**config.mk**
```make
export PLATFORM = sky130hd
export DESIGN_NAME = mips_multicycle_core
export DESIGN_NICKNAME = d
export VERILOG_FILES = /design/src/rtl/mips_multicycle_core.sv
export SDC_FILE = /design/constraint.sdc
export NUM_CORES = 2
export LEC_CHECK = 0
export BUFFER_PORTS_ARGS = -buffer_cell sky130_fd_sc_hd__buf_2
export CORE_MARGIN = 2
export CORE_UTILIZATION = 58
export DETAILED_ROUTE_END_ITERATION = 6
export HOLD_SLACK_MARGIN = 0.08
export PLACE_DENSITY = 0.75
export SYNTH_ARGS = -nofsm -noshare
export SYNTH_HDL_FRONTEND = slang
export SYNTH_SLANG_ARGS = --single-unit
```
**constraint.sdc**
```tcl
create_clock -name clk -period 3.65 [get_ports clk]
set_clock_uncertainty 0.2 [all_clocks]
set_input_delay 0.1825 -clock clk [delete_from_list [all_inputs] [get_ports clk]]
set_output_delay 0.1825 -clock clk [all_outputs]
set_load 0.005 [all_outputs]
```
**src/rtl/mips_multicycle_core.sv**
```systemverilog
// Multi-cycle MIPS subset core: FETCH/DECODE/EXEC/MEM/WB FSM sharing one
// instruction/data memory port with a valid/ready handshake.
module mips_multicycle_core #(
  parameter int          ADDR_WIDTH = 32,
  parameter logic [31:0] RESET_PC   = 32'h0000_0000
) (
  input  logic                  clk,
  input  logic                  rst,
  output logic                  mem_req,
  output logic                  mem_we,
  output logic [ADDR_WIDTH-1:0] mem_addr,
  output logic [31:0]           mem_wdata,
  input  logic [31:0]           mem_rdata,
  input  logic                  mem_ready,
  output logic                  halted,
  output logic                  fault,
  output logic [31:0]           dbg_pc
);

  typedef enum logic [2:0] {S_FETCH, S_DECODE, S_EXEC, S_MEM, S_WB, S_HALT} state_e;
  typedef enum logic [2:0] {K_ALU, K_ADDI, K_LW, K_SW, K_BEQ, K_BNE, K_J} kind_e;

  state_e      state;
  kind_e       kind;
  logic [31:0] pc, ir, a_q, b_q, alu_out, mdr;
  logic        fault_q;
  logic [31:0] rf [32];

  logic [5:0]  opcode, funct;
  logic [4:0]  rs, rt, rd;
  logic [31:0] imm_sx;

  assign opcode = ir[31:26];
  assign rs     = ir[25:21];
  assign rt     = ir[20:16];
  assign rd     = ir[15:11];
  assign funct  = ir[5:0];
  assign imm_sx = {{16{ir[15]}}, ir[15:0]};

  logic  dec_legal;
  kind_e dec_kind;

  always_comb begin
    dec_legal = 1'b1;
    dec_kind  = K_ALU;
    case (opcode)
      6'h00: begin
        case (funct)
          6'h20, 6'h21, 6'h22, 6'h23, 6'h24, 6'h25, 6'h27, 6'h2A: dec_kind = K_ALU;
          default: dec_legal = 1'b0;
        endcase
      end
      6'h08:   dec_kind = K_ADDI;
      6'h23:   dec_kind = K_LW;
      6'h2B:   dec_kind = K_SW;
      6'h04:   dec_kind = K_BEQ;
      6'h05:   dec_kind = K_BNE;
      6'h02:   dec_kind = K_J;
      default: dec_legal = 1'b0;
    endcase
  end

  // Non-R-type kinds all use A + sext(imm) (addi and effective address).
  logic [31:0] alu_y;

  always_comb begin
    alu_y = a_q + imm_sx;
    if (kind == K_ALU) begin
      case (funct)
        6'h22, 6'h23: alu_y = a_q - b_q;
        6'h24:        alu_y = a_q & b_q;
        6'h25:        alu_y = a_q | b_q;
        6'h27:        alu_y = ~(a_q | b_q);
        6'h2A:        alu_y = {31'd0, $signed(a_q) < $signed(b_q)};
        default:      alu_y = a_q + b_q;
      endcase
    end
  end

  always_ff @(posedge clk or negedge rst) begin
    if (!rst) begin
      state   <= S_FETCH;
      kind    <= K_ALU;
      pc      <= RESET_PC;
      ir      <= '0;
      a_q     <= '0;
      b_q     <= '0;
      alu_out <= '0;
      mdr     <= '0;
      fault_q <= 1'b0;
    end else begin
      case (state)
        S_FETCH: begin
          if (mem_ready) begin
            ir    <= mem_rdata;
            pc    <= pc + 32'd4;
            state <= S_DECODE;
          end
        end
        S_DECODE: begin
          a_q  <= rf[rs];
          b_q  <= rf[rt];
          kind <= dec_kind;
          if (ir == 32'h0000_000C) begin
            state <= S_HALT;
          end else if (!dec_legal) begin
            fault_q <= 1'b1;
            state   <= S_HALT;
          end else begin
            state <= S_EXEC;
          end
        end
        S_EXEC: begin
          case (kind)
            K_ALU, K_ADDI: begin
              alu_out <= alu_y;
              state   <= S_WB;
            end
            K_LW, K_SW: begin
              alu_out <= alu_y;
              if (alu_y[1:0] != 2'b00) begin
                fault_q <= 1'b1;
                state   <= S_HALT;
              end else begin
                state <= S_MEM;
              end
            end
            K_BEQ, K_BNE: begin
              // pc already points past the branch, so the offset is relative to it
              if ((a_q == b_q) == (kind == K_BEQ))
                pc <= pc + {imm_sx[29:0], 2'b00};
              state <= S_FETCH;
            end
            default: begin
              pc    <= {pc[31:28], ir[25:0], 2'b00};
              state <= S_FETCH;
            end
          endcase
        end
        S_MEM: begin
          if (mem_ready) begin
            if (kind == K_LW) begin
              mdr   <= mem_rdata;
              state <= S_WB;
            end else begin
              state <= S_FETCH;
            end
          end
        end
        S_WB:    state <= S_FETCH;
        default: state <= S_HALT;
      endcase
    end
  end

  logic [4:0]  wb_dst;
  logic [31:0] wb_data;

  assign wb_dst  = (kind == K_ALU) ? rd : rt;
  assign wb_data = (kind == K_LW) ? mdr : alu_out;

  // r0 is never written, so it reads back as zero without a read-side mux.
  always_ff @(posedge clk or negedge rst) begin
    if (!rst) begin
      for (int i = 0; i < 32; i++) rf[i] <= '0;
    end else if (state == S_WB && wb_dst != 5'd0) begin
      rf[wb_dst] <= wb_data;
    end
  end

  // Port outputs decode the registered state; gating with rst drops a
  // pending request in the same cycle reset is asserted.
  logic [31:0] req_addr;

  assign req_addr  = (state == S_MEM) ? alu_out : pc;
  assign mem_req   = rst && (state == S_FETCH || state == S_MEM);
  assign mem_we    = rst && state == S_MEM && kind == K_SW;
  assign mem_addr  = mem_req ? req_addr[ADDR_WIDTH-1:0] : '0;
  assign mem_wdata = mem_we ? b_q : '0;
  assign halted    = (state == S_HALT);
  assign fault     = fault_q;
  assign dbg_pc    = pc;

endmodule

```
==> metrics.md <==
| Metric | Value |
|---|---|
| Relative slew slack | `between 30 and 40%` |
| Yosys warns | `0` |
| Final setup fails | `0` |
| Yosys top cell area share | `between 40 and 50%` |
| Hold Path End | `ir[23]$_DFFE_PN0P_` |
| RD Place Congestion | `between 1 and 1.5` |
| Worst-path clk slew | `70 ps` |
| CTS tree | `built` |
| Post-synthesis sequential area ratio | `roughly 44%` |
| Hold Path Class | `in2reg` |
| Min Tclk post-route | `3630 ps` |
| Cells on worst reg2reg path | `12` |
| R2R Setup Slk | `about 25 ps` |
| Worst flop-to-flop path startpoint | `ir[1]$_DFFE_PN0P_` |
| Cells after Synth | `between 6000 and 7000` |
| Syn_area_per_cell | `10.2 sq um` |
| Power Density | `between 800 and 900 mW/mm^2` |
| Clock root cell | `clkbuf_16` |
| RSZ-0062 raised after global routing | `yes` |
| Die H | `349 um` |
| Predominant post-synthesis flop cell | `dfrtp_1` |
| Max frequency | `276 MHz` |
| Min-Delay Startpoint | `mem_rdata[23]` |
| Crit path required time | `about 4000 ps` |
| Final WS setup | `about 25 ps` |
| Failing checks | `design-rule violations` |
| Boundary Pins | `between 100 and 150` |
| Total negative setup slack | `0 ps` |
| Critical R2R Capture | `alu_out[8]$_DFFE_PN0P_` |
| Pre-CTS setup slack | `-159 ps` |
| Synth-to-layout area growth | `16.0%` |
| Routed vias/inst | `roughly 7.0` |
| Port bufs | `132` |
| Clock buffer depth | `3` |
| Cell taking the most area after synthesis | `dfrtp_1` |
| Vias | `between 50000 and 60000` |
| Initial core utilization | `between 50% and 60%` |
| Initial DRC Count | `around 7600` |
| Skew-Pair Late Insertion Delay | `between 700 and 800 ps` |
| Met3 wire length | `31800 um` |
| Crit end category | `flip-flop` |
| DRC viols | `12` |
| Worst EP arrival | `a little over 4000 ps` |
| Met1 WL | `between 80000 and 90000 um` |
| Sink Count | `between 1000 and 1500` |
| Max Cap Viol | `0` |
| Dominant cells by area after synthesis | `dfrtp_1, mux4_2, a21oi_1` |
| Initial antenna violation count | `19` |
| Pre-antenna DRT Iters | `7` |
| Worst IR Drop VDD | `0.675 mV` |
| CP Class | `reg2reg` |
| Largest net degree at the start of global routing | `roughly 180` |
| Share of cells above drive strength 1 | `around 22%` |
| Top Layer Used | `met5` |
| FP Rows | `~130` |
| Final slew viol count | `0` |
| Post-synth EDFFs | `0` |
| First-pass GRT wire length | `between 300000 and 400000 um` |
| Die width | `349 um` |
| WL final | `roughly 250000 um` |
| Most frequent cell after synthesis | `dfrtp_1` |
| Antenna viol nets, final | `0` |
| Number of global-route vias before repair | `59000` |
| WL met2 | `roughly 110000 um` |
| Final net count | `slightly above 7000` |
| Synth cell count leaders | `dfrtp_1, nand2_1, a21oi_1, o21ai_0, nor2_1` |
| Core area | `~0.12 sq mm` |
| Number of synthesized register bits | `around 1200` |
| Outcome | `finished, violations left` |
| CTS buffer count | `roughly 140` |
| Avg WL per Cell | `29.6 um` |
| Distinct cells, synth | `between 80 and 90` |
| Ys async rst share | `between 90% and 100%` |
| HPWL Detailed | `166000 um` |
| Static leakage | `34.8 nW` |
| Hold path depth | `3` |
| Die area | `between 0.1 and 0.15 sq mm` |
| Worst Path Max Fanout | `18` |
| Actual slew at the worst max-slew pin | `approximately 1000 ps` |
| Global Route Usage Sum | `a little over two fifths` |
| Fin. Hold Viols | `0` |
| Overflow after GRT | `0` |
| H-tree Lvls | `4` |
| Final Cycle Share | `between 90 and 100%` |
| Post-Syn Area | `0.0691 sq mm` |
| Startpoint Class | `flip-flop` |
## metal layers
layer  vias up  track usage (%)
li1      25000                -
met1     29700             52.8
met2      4164             62.6
met3      1116             12.7
met4        18             27.7
met5         -                0
## worst max path at each step
stage               slack (ps)                from  depth (start not counted)                       to
floorplan                   20  ir[15]$_DFFE_PN0P_                         12   dbg_pc[31]$_DFFE_PN0P_
global placement           -90  a_q[0]$_DFFE_PN0P_                         15  alu_out[30]$_DFFE_PN0P_
detailed placement        -160  a_q[6]$_DFFE_PN0P_                         15   dbg_pc[13]$_DFFE_PN0P_
CTS                        0.9  b_q[5]$_DFFE_PN0P_                         14  alu_out[29]$_DFFE_PN0P_
global route               -50  b_q[5]$_DFFE_PN0P_                         15   dbg_pc[28]$_DFFE_PN0P_
finish                      20   ir[1]$_DFFE_PN0P_                         12   alu_out[8]$_DFFE_PN0P_
## power breakdown
part,leakage [nW],internal (W),switching [W]
Clock,2.28,0.00858,0.00594
Combinational,16.0,0.0149,0.0206
Sequential,16.6,0.0172,0.00393
Total,34.8,0.0408,0.0305
## repair_timing
action                                  CTS  global route
pin swaps                                 9            19
hold buffers                             68             0
endpoints found under the hold margin   697             0
buffers inserted                          3             4
gates cloned                              0             1
gates resized for setup                  12            59
endpoints found under the setup margin   31            46
## flip-flops by register name, summed over array words and instances, names as in the netlist
name,cells
alu_out,32
a_q,32
mdr,32
state,3
dbg_pc,30
ir,32
rf,1024
b_q,32
fault,1
kind,3
## layout make-up
cell class / instances / area [sq um]
fill: 8635 / 37900
multi-input combinational: 4808 / 36500
sequential: 1221 / 30600
timing repair buffer: 663 / 6080
clock buffer: 187 / 3860
tap: 1536 / 1920
clock inverter: 56 / 795
inverter: 115 / 432
antenna: 6 / 15.0
## cells by family (layout without fill, tap and decap cells)
family | count (synthesis) | in the layout | synth area share, %
AO/OA/AOI/OAI | 2004 | 2004 | 16.5
AND/OR/NAND/NOR | 1759 | 1759 | 10.6
flip-flops | 1221 | 1221 | 44.2
multiplexers | 825 | 825 | 20.9
buffers and inverters | 752 | 1021 | 4.17
adder cells (fa/ha/maj) | 161 | 161 | 2.96
XOR/XNOR | 57 | 57 | 0.722
other | 1 | 8 | 0.00542
## worst max-delay path: stages (launching register included)
cell      delay (ps)
dfrtp_2          460
inv_1            180
buf_4            180
nor2_1            60
and3_1           200
buf_4            190
nor2_1           430
nand2_1          220
buf_4            280
o211ai_1         190
o21ai_0          190
a31oi_1          410
o21ai_0          250
## cell usage in the layout, fill, tap and decap left out, types with 22 or more instances in the layout
cell type,count
dlygate4sd3_1,67
mux2i_1,246
buf_12,98
buf_4,363
mux2_2,59
clkbuf_1,27
ha_1,152
and2_1,38
clkbuf_8,22
nor3_1,43
o21bai_1,23
a21oi_1,750
buf_2,131
o221ai_1,78
a211oi_1,67
nand2_1,759
inv_1,106
mux2i_2,26
mux4_2,488
o21ai_0,705
o22ai_1,88
nand3_1,67
dfrtp_1,1207
xnor2_1,40
a21o_1,39
clkbuf_16,139
a31oi_1,42
o21ai_1,38
nand2b_1,25
nor2_1,665
## stage by stage
stage | area [sq um] | hold WS [ps] | util (%) | power [W] | cells
after floorplan | 69100 | -313 | - | 0.0416 | 6781
after global placement | 74400 | -146 | 63.0 | 0.0544 | 8267
after detailed placement | 74400 | -144 | 63.0 | 0.0551 | 8267
after CTS | 79800 | 82.9 | 67.6 | 0.0699 | 8581
after global routing | 80100 | 125 | 67.9 | 0.0742 | 8586
final | 80200 | 127 | 67.9 | 0.0713 | 8592
No activity file was read; power rests on OpenSTA's default activity.
